[src/rtl/router_pkt_reader_if.sv]
// Signal bundle between one router output port and its packet reader.
// The reader side uses the master modport; the router/client side uses slave.
interface router_pkt_reader_if;
    logic       vld_out;
    logic [7:0] data_in;
    logic       soft_reset;
    logic       rd_en;
    logic [7:0] byte_out;
    logic       byte_vld;
    logic [1:0] pkt_addr;
    logic [5:0] pkt_len;
    logic       pkt_done;
    logic       parity_err;
    logic       addr_err;
    logic       pkt_abort;
    logic       busy;
    logic [7:0] pkt_cnt;
    logic [7:0] err_cnt;

    modport master (
        input  vld_out, data_in, soft_reset,
        output rd_en, byte_out, byte_vld, pkt_addr, pkt_len, pkt_done,
               parity_err, addr_err, pkt_abort, busy, pkt_cnt, err_cnt
    );

    modport slave (
        output vld_out, data_in, soft_reset,
        input  rd_en, byte_out, byte_vld, pkt_addr, pkt_len, pkt_done,
               parity_err, addr_err, pkt_abort, busy, pkt_cnt, err_cnt
    );
endinterface

[src/rtl/router_pkt_reader.sv]
// Destination-side packet consumer for one router output port: backs off, drains
// header/payload/parity from the FIFO, checks parity and address, aborts on flush.
module router_pkt_reader #(
    parameter logic [1:0]  PORT_ID     = 2'd0,
    parameter int unsigned WAIT_CYCLES = 5
) (
    input logic                 clk,
    input logic                 rst,
    router_pkt_reader_if.master bus
);
    localparam logic [2:0] IDLE    = 3'd0;
    localparam logic [2:0] WAIT    = 3'd1;
    localparam logic [2:0] HDR_RD  = 3'd2;
    localparam logic [2:0] HDR_CAP = 3'd3;
    localparam logic [2:0] BODY    = 3'd4;

    localparam int unsigned WAIT_LAST_I = (WAIT_CYCLES == 0) ? 0 : WAIT_CYCLES - 1;
    localparam logic [4:0]  WAIT_LAST   = 5'(WAIT_LAST_I);

    logic [2:0] state;
    logic [2:0] state_nxt;
    logic [4:0] wait_cnt;
    logic [6:0] remaining;
    logic [6:0] received;
    logic [7:0] acc;
    logic       rd_en_c;
    logic       rd_en_q;
    logic       abort;
    logic       capture;
    logic       last_byte;
    logic       perr;
    logic       aerr;

    logic [7:0] byte_out_r;
    logic       byte_vld_r;
    logic [1:0] pkt_addr_r;
    logic [5:0] pkt_len_r;
    logic       pkt_done_r;
    logic       parity_err_r;
    logic       addr_err_r;
    logic       pkt_abort_r;
    logic [7:0] pkt_cnt_r;
    logic [7:0] err_cnt_r;

    // Flush only matters once a packet is in progress.
    assign abort     = bus.soft_reset && (state != IDLE);
    // rd_en_q marks the cycle the FIFO presents the byte requested one cycle earlier.
    assign capture   = rd_en_q && (state == BODY);
    assign last_byte = (received == {1'b0, pkt_len_r});
    assign perr      = (acc ^ bus.data_in) != 8'h00;
    assign aerr      = pkt_addr_r != PORT_ID;

    always_comb begin
        state_nxt = state;
        rd_en_c   = 1'b0;
        if (abort) begin
            state_nxt = IDLE;
        end else begin
            case (state)
                IDLE: begin
                    if (bus.vld_out) begin
                        state_nxt = (WAIT_CYCLES == 0) ? HDR_RD : WAIT;
                    end
                end
                WAIT: begin
                    if (wait_cnt == WAIT_LAST) begin
                        state_nxt = HDR_RD;
                    end
                end
                HDR_RD: begin
                    rd_en_c   = 1'b1;
                    state_nxt = HDR_CAP;
                end
                HDR_CAP: begin
                    state_nxt = BODY;
                end
                BODY: begin
                    rd_en_c = bus.vld_out && (remaining != '0);
                    if (capture && last_byte) begin
                        state_nxt = IDLE;
                    end
                end
                default: begin
                    state_nxt = IDLE;
                end
            endcase
        end
    end

    always_ff @(posedge clk) begin
        if (!rst) begin
            state   <= IDLE;
            rd_en_q <= 1'b0;
        end else begin
            state   <= state_nxt;
            rd_en_q <= rd_en_c;
        end
    end

    always_ff @(posedge clk) begin
        if (!rst) begin
            wait_cnt     <= '0;
            remaining    <= '0;
            received     <= '0;
            acc          <= '0;
            byte_out_r   <= '0;
            byte_vld_r   <= 1'b0;
            pkt_addr_r   <= '0;
            pkt_len_r    <= '0;
            pkt_done_r   <= 1'b0;
            parity_err_r <= 1'b0;
            addr_err_r   <= 1'b0;
            pkt_abort_r  <= 1'b0;
            pkt_cnt_r    <= '0;
            err_cnt_r    <= '0;
        end else begin
            byte_vld_r   <= 1'b0;
            pkt_done_r   <= 1'b0;
            parity_err_r <= 1'b0;
            addr_err_r   <= 1'b0;
            pkt_abort_r  <= 1'b0;
            if (abort) begin
                pkt_abort_r <= 1'b1;
            end else begin
                case (state)
                    IDLE: begin
                        wait_cnt <= '0;
                    end
                    WAIT: begin
                        wait_cnt <= wait_cnt + 5'd1;
                    end
                    HDR_CAP: begin
                        pkt_len_r  <= bus.data_in[7:2];
                        pkt_addr_r <= bus.data_in[1:0];
                        acc        <= bus.data_in;
                        remaining  <= {1'b0, bus.data_in[7:2]} + 7'd1;
                        received   <= '0;
                    end
                    BODY: begin
                        if (rd_en_c) begin
                            remaining <= remaining - 7'd1;
                        end
                        if (capture) begin
                            received <= received + 7'd1;
                            if (last_byte) begin
                                pkt_done_r   <= 1'b1;
                                parity_err_r <= perr;
                                addr_err_r   <= aerr;
                                pkt_cnt_r    <= pkt_cnt_r + 8'd1;
                                if (perr || aerr) begin
                                    err_cnt_r <= err_cnt_r + 8'd1;
                                end
                            end else begin
                                byte_out_r <= bus.data_in;
                                byte_vld_r <= 1'b1;
                                acc        <= acc ^ bus.data_in;
                            end
                        end
                    end
                    default: begin
                    end
                endcase
            end
        end
    end

    assign bus.rd_en      = rd_en_c;
    assign bus.busy       = (state != IDLE);
    assign bus.byte_out   = byte_out_r;
    assign bus.byte_vld   = byte_vld_r;
    assign bus.pkt_addr   = pkt_addr_r;
    assign bus.pkt_len    = pkt_len_r;
    assign bus.pkt_done   = pkt_done_r;
    assign bus.parity_err = parity_err_r;
    assign bus.addr_err   = addr_err_r;
    assign bus.pkt_abort  = pkt_abort_r;
    assign bus.pkt_cnt    = pkt_cnt_r;
    assign bus.err_cnt    = err_cnt_r;
endmodule

[src/flat_wrapper.sv]
// flat-port wrapper written by rule: the top's interface ports become plain ports
module router_pkt_reader_flat 
#(
    parameter logic [1:0]  PORT_ID     = 2'd0,
    parameter int unsigned WAIT_CYCLES = 5
)
  (clk, rst, bus_vld_out, bus_data_in, bus_soft_reset, bus_rd_en, bus_byte_out, bus_byte_vld, bus_pkt_addr, bus_pkt_len, bus_pkt_done, bus_parity_err, bus_addr_err, bus_pkt_abort, bus_busy, bus_pkt_cnt, bus_err_cnt);
  router_pkt_reader_if bus_i ();
  input logic clk;
  input logic rst;
  input wire logic [$bits(bus_i.vld_out)-1:0] bus_vld_out;
  input wire logic [$bits(bus_i.data_in)-1:0] bus_data_in;
  input wire logic [$bits(bus_i.soft_reset)-1:0] bus_soft_reset;
  output wire logic [$bits(bus_i.rd_en)-1:0] bus_rd_en;
  output wire logic [$bits(bus_i.byte_out)-1:0] bus_byte_out;
  output wire logic [$bits(bus_i.byte_vld)-1:0] bus_byte_vld;
  output wire logic [$bits(bus_i.pkt_addr)-1:0] bus_pkt_addr;
  output wire logic [$bits(bus_i.pkt_len)-1:0] bus_pkt_len;
  output wire logic [$bits(bus_i.pkt_done)-1:0] bus_pkt_done;
  output wire logic [$bits(bus_i.parity_err)-1:0] bus_parity_err;
  output wire logic [$bits(bus_i.addr_err)-1:0] bus_addr_err;
  output wire logic [$bits(bus_i.pkt_abort)-1:0] bus_pkt_abort;
  output wire logic [$bits(bus_i.busy)-1:0] bus_busy;
  output wire logic [$bits(bus_i.pkt_cnt)-1:0] bus_pkt_cnt;
  output wire logic [$bits(bus_i.err_cnt)-1:0] bus_err_cnt;
  assign bus_i.vld_out = bus_vld_out;
  assign bus_i.data_in = bus_data_in;
  assign bus_i.soft_reset = bus_soft_reset;
  assign bus_rd_en = bus_i.rd_en;
  assign bus_byte_out = bus_i.byte_out;
  assign bus_byte_vld = bus_i.byte_vld;
  assign bus_pkt_addr = bus_i.pkt_addr;
  assign bus_pkt_len = bus_i.pkt_len;
  assign bus_pkt_done = bus_i.pkt_done;
  assign bus_parity_err = bus_i.parity_err;
  assign bus_addr_err = bus_i.addr_err;
  assign bus_pkt_abort = bus_i.pkt_abort;
  assign bus_busy = bus_i.busy;
  assign bus_pkt_cnt = bus_i.pkt_cnt;
  assign bus_err_cnt = bus_i.err_cnt;
  router_pkt_reader #(.PORT_ID(PORT_ID), .WAIT_CYCLES(WAIT_CYCLES)) u_core (.clk(clk), .rst(rst), .bus(bus_i));
endmodule
[config.mk]
export PLATFORM = sky130hd
export DESIGN_NAME = router_pkt_reader_flat
export DESIGN_NICKNAME = d
export VERILOG_FILES = /design/src/rtl/router_pkt_reader_if.sv /design/src/rtl/router_pkt_reader.sv /design/src/flat_wrapper.sv
export SDC_FILE = /design/constraint.sdc
export NUM_CORES = 1
export LEC_CHECK = 0
export ABC_AREA = 0
export BUFFER_PORTS_ARGS = -buffer_cell sky130_fd_sc_hd__buf_4
export CAP_MARGIN = 20
export CORE_MARGIN = 2
export CORE_UTILIZATION = 57
export DETAILED_ROUTE_END_ITERATION = 10
export PLACE_DENSITY = 0.85
export SLEW_MARGIN = 20
export SYNTH_ARGS = -nofsm -noshare
export SYNTH_HDL_FRONTEND = slang
export SYNTH_SLANG_ARGS = --single-unit
[constraint.sdc]
create_clock -name clk -period 2.15 [get_ports clk]
set_input_delay 0.215 -clock clk [delete_from_list [all_inputs] [get_ports clk]]
set_output_delay 0.215 -clock clk [all_outputs]
set_load 0.02 [all_outputs]
Yosys cells after proc, flatten, opt, wreduce, memory -nomap -nowiden
Index checks and enable logic that the tools add are counted.

Flip-flop bits (word level): 68.

Eq/ne operators: 12. Reductions and logical operators: 24. $add $sub $neg: 6. Bitwise gates (word level): 6. Muxes and demuxes: 17.

Operators with widths (count): one-hot mux 7 bit (2 select lines) (2); adder 8 x 1 -> 8 bit, second input constant (2); 2-to-1 mux 8 bit (2); one-hot mux 8 bit (2 select lines) (1); one-hot mux 3 bit (5 select lines) (1); 2-to-1 mux 7 bit (2); AND reduction 4 bit (3); one-hot mux 5 bit (2 select lines) (1); 2-to-1 mux 3 bit (3); AND reduction 3 bit (3); != test 2 bit, second input constant (4); nonzero test 8 bit (1); bitwise XOR 8 bit (1); adder 6 x 1 -> 7 bit, second input constant (1); adder 7 x 1 -> 7 bit, second input constant (1); == test 7 x 6 -> 1 bit (1); nonzero test 7 bit (1); subtractor 7 x 1 -> 7 bit, second input constant (1); == test 3 x 2 -> 1 bit, second input constant (2); nonzero test 2 bit (3); adder 5 x 1 -> 5 bit, second input constant (1); == test 5 x 3 -> 1 bit, second input constant (1); inverter 1 bit (5); AND reduction 5 bit (1); other kinds (13) (21).

Logic depth before layout (Yosys ltp)
Word-level depth: 6. Gate-level depth with buffers: 7.

Worst setup path before layout
No wires, ideal clock.

Path kind: flip-flop to flip-flop. From: register u_core.remaining[0]. To: register u_core.remaining[1]. Data arrival time: 1.832 ns. Slack: 0.232 ns. Cell stages (with the launch flop): 8. Required time: 2.064 ns. Period minus slack after synthesis: 1.918 ns. Cells stage by stage: dfxtp_1 -> inv_1 -> ha_1 -> or4b_1 -> o311ai_2 -> and2_1 -> a211oi_1 -> a211oi_1.

Word-level cells in the longest chain between the ends: 6. Elaborated cells between the ends (all ways): 9.

Ends and longest elaborated chain: from (decl) (line router_pkt_reader.sv:23) `logic [6:0] remaining;`; from (signal assigned) (line router_pkt_reader.sv:136) `remaining <= {1'b0, bus.data_in[7:2]} + 7'd1;`; from (signal assigned) (line router_pkt_reader.sv:141) `remaining <= remaining - 7'd1;`; branches (longest 6 deep; another with subtractor 7 x 1 -> 7 bit).

Several ways; the timed one is not identified. The select of a mux whose other input is x is not followed. A chain may end at the register's enable or synchronous reset.

Worst setup path after layout
From: register u_core.remaining[1]. To: output bus_rd_en.

Word-level cells in the longest chain between the ends: 4.

Ends and longest elaborated chain: nonzero test 7 bit (line router_pkt_reader.sv:78) `rd_en_c = bus.vld_out && (remaining != '0);`; logical AND 1 bit (line router_pkt_reader.sv:78); one-hot mux 1 bit (2 select lines) (line router_pkt_reader.sv:59) `case (state)`; 2-to-1 mux 1 bit (line router_pkt_reader.sv:56) `if (abort) begin`; to (decl) (line flat_wrapper.sv:14) `output wire logic [$bits(bus_i.rd_en)-1:0] bus_rd_en;`.

Every way passes these cells.

==> flow_summary.yaml <==
final_layout:
  n_fill_cell: 452
  design_area_mm2: 0.00421
  fin_nets: 482
  instances_no_fill: 542
  antenna_cells: 0
  syn2layout_area_growth_pct: 22.3
  drive_gt1_frac: 0.242
worst_setup_path:
  required_ps: 1930
  cp_top_family: "simple AND/OR/NAND/NOR gates"
  setup.worst_path.start_class: "flop"
  critPathCaptureType: "output pin"
  slowest_stage: "or4b_4"
  arrival_ps: 1910
  crit_chain: "inv_2, ha_4, or4b_4, nor3_4, o31ai_2, nand2b_1, nor2_2, buf_6"
  crit_fanout: 2
  slowest_delay_ps: 480
  critPathKind: "flop to output pin"
  rr_startpoint: "u_core.remaining[1]$_SDFFE_PN0P_"
  crit_buf_inv: 2
  startpoint: "u_core.remaining[1]$_SDFFE_PN0P_"
placement:
  dp_hpwl_mm: 5.60
  place_area_mm2: 0.00392
  place_inst: 520
  gp_congestion: 0.812
  io_buffers: 50
yosys:
  synth_edf_count: 0
  synthCells: 407
  ys_async_sr_fraction: 0
  yosysWarnings: 0
  ys_ff_latch: 68
  synth_area_mm2: 0.00344
  ys_seq_area_frac: 0.396
  synth_flop_cell: "dfxtp_1"
  syn_area_per_cell_um2: 8.45
  ys_types: 56
  synth.net_count: 426
clocking:
  numCtsBuffers: 9
  cts.sinks: 68
  clock_path_buffers: 2
  cts_tree: "built"
  clkTransAtPathRegs_ps: 70
  clk_latency_ps: 340
  cts-root-buf: "clkbuf_8"
  h-tree-depth: 3
job:
  maxCapViolCount: 0
timing:
  fin_crit_ps: 2130
  setup_viol: 0
  worst_pin_slew_ps: 489
  rsz0062_at_grt: "true"
  period_share: 0.990
  fin_worst_skew_ps: 7.01
  finalHoldViolCount: 0
  relSlewSlack: 0.669
  max_freq_ghz: 0.470
  slew_viol_final: 0
routing:
  vias_per_cell: 5.93
  routed_wirelength_mm: 8.16
  vias: 3212
  drt_iter0_markers: 156
  post-route-drc-count: 0
  wl_per_cell_um: 15.1
  ant_nets: 0
  drt-pass1-iter-count: 5
grt:
  use_met3: 0.0560
  grt_first_pass_wirelength_mm: 13.3
  antenna_found_initial: 0
  grt_use_total: 0.260
  grt_max_degree: 36
  grt_use_met2: 0.440
  grt_busiest_layer: "met2"
  grt_overflow_total: 0
  met1_usage: 0.318
  grt_pass1_vias: 2866
floorplan:
  rows: 28
  die_area_mm2: 0.00667
  die_h_um: 81.7
  ios: 51
  core_mm2: 0.00589
  die_x_um: 81.7
  initial_core_util: 0.585
worst_hold_path:
  min-delay-start: "bus_data_in[1]"
  hp-class: "input pin to flop"
power_and_ir_drop:
  vdd_ir_drop_max_mv: 0.447
  leakage_nw: 1.65
  p_per_area_mw_per_mm2: 574
run_status:
  status: "completed"
[per-layer routing]
| layer | routed length (µm) | up-vias |
|---|---|---|
| met4 | 170 | 0 |
| met1 | 3520 | 1543 |
| li1 | - | 1555 |
| met3 | 464 | 14 |
| met5 | 0 | - |
| met2 | 4000 | 100 |
[final cells by class]
type                            instances  area (µm²)  area share
Sequential cell                        68        1360       0.324
Clock inverter                          2        35.0     0.00832
Inverter                                7        26.3     0.00624
Timing Repair Buffer                   72         557       0.132
Clock buffer                           13         149      0.0354
Tap cell                               75        93.8      0.0223
Multi-Input combinational cell        305        1980       0.471
[worst paths after layout]
kind,endpoint,slack [ps],cells after the start
worst max-delay path,bus_rd_en,20,8
worst min-delay path,u_core.bus.pkt_addr[1]$_SDFFE_PN0P_,150,3
worst max register to register,u_core.remaining[1]$_SDFFE_PN0P_,60,8
worst min register to register,u_core.bus.pkt_addr[1]$_SDFFE_PN0P_,480,2
[cells in the final DEF, fill, tap and decap left out, types with 5 or more instances in the layout]
cell type,synthesis,routed
o21ai_0,10,10
a21oi_1,28,28
nand4_1,9,9
a211oi_1,5,5
ha_1,7,6
buf_4,0,70
nand3_1,17,17
dfxtp_1,68,66
xor2_1,23,23
nand2b_1,7,7
a211oi_2,7,7
o211ai_1,10,10
o31ai_1,6,5
nor3_1,14,13
mux2i_1,13,13
nand2_1,51,50
nor2_1,42,41
or3_1,7,7
clkbuf_8,0,10
[worst reg2reg max path, cell delays in order (launching register included)]
cell      delay, ps
dfxtp_2         330
inv_2            90
ha_4            140
or4b_4          480
buf_4           170
o311ai_4        280
and2_4          230
a211oi_1         60
a211oi_1        220
[flip-flops by register name, summed over array words and instances (netlist names), 3 cells and up]
signal / flops
u_core.wait_cnt: 5
u_core.acc: 8
u_core.state: 3
u_core.remaining: 7
u_core.bus.pkt_cnt: 8
u_core.bus.pkt_len: 6
u_core.bus.byte_out: 8
u_core.bus.err_cnt: 8
u_core.received: 7
[per-stage QoR]
stage	total power [mW]	utilization	hold WS, ps	setup WS [ps]	setup TNS (ps)
after floorplan	1.38	-	351	232	0
after global placement	1.43	0.665	455	118	0
after detailed placement	1.43	0.665	471	15.7	0
after CTS	2.43	0.709	146	14.3	0
after global routing	2.50	0.715	174	-93.6	-104
final	2.42	0.715	154	21.4	0
[synth_stat cells, types with 2 or more instances]
master,n,area (µm²)
a211oi_1,5,37.5
a211oi_2,7,87.6
a21oi_1,28,140
a32o_1,2,20.0
and2_1,3,18.8
and3_1,4,25.0
buf_2,12,60.1
clkbuf_1,13,48.8
dfxtp_1,68,1360
ha_1,7,87.6
inv_1,6,22.5
mux2i_1,13,130
nand2_1,51,191
nand2b_1,7,43.8
nand3_1,17,85.1
nand3b_1,2,15.0
nand4_1,9,56.3
nor2_1,42,158
nor3_1,14,70.1
nor4_1,3,18.8
o211ai_1,10,75.1
o21ai_0,10,50.1
o21ai_1,2,10.0
o31ai_1,6,45.0
or2_1,2,12.5
or3_1,7,43.8
or4_1,3,22.5
xnor2_1,4,35.0
xor2_1,23,201
[where the power goes]
group / switching [mW] / total, mW / internal, mW
clock network: 0.455 / 1.02 / 0.561
registers: 0.00319 / 1.27 / 1.26
logic: 0.0853 / 0.137 / 0.0518
total: 0.543 / 2.42 / 1.87
[kinds of logic after synthesis]
kind of cell,Yosys count,share of synthesized area
compound gates,82,0.169
flops,68,0.396
mux,14,0.0411
fa+ha+maj,7,0.0255
buf+inv,34,0.0436
simple gates,175,0.257
xor+xnor,27,0.0687
[timing repair]
item | in CTS | in global routing
hold buffers | 0 | 0
setup buffers | 6 | 1
resized for setup | 9 | 7
setup endpoints to repair | 1 | 8
pin swaps | 3 | 2
Note: power is estimated with default switching activity, not from simulation.
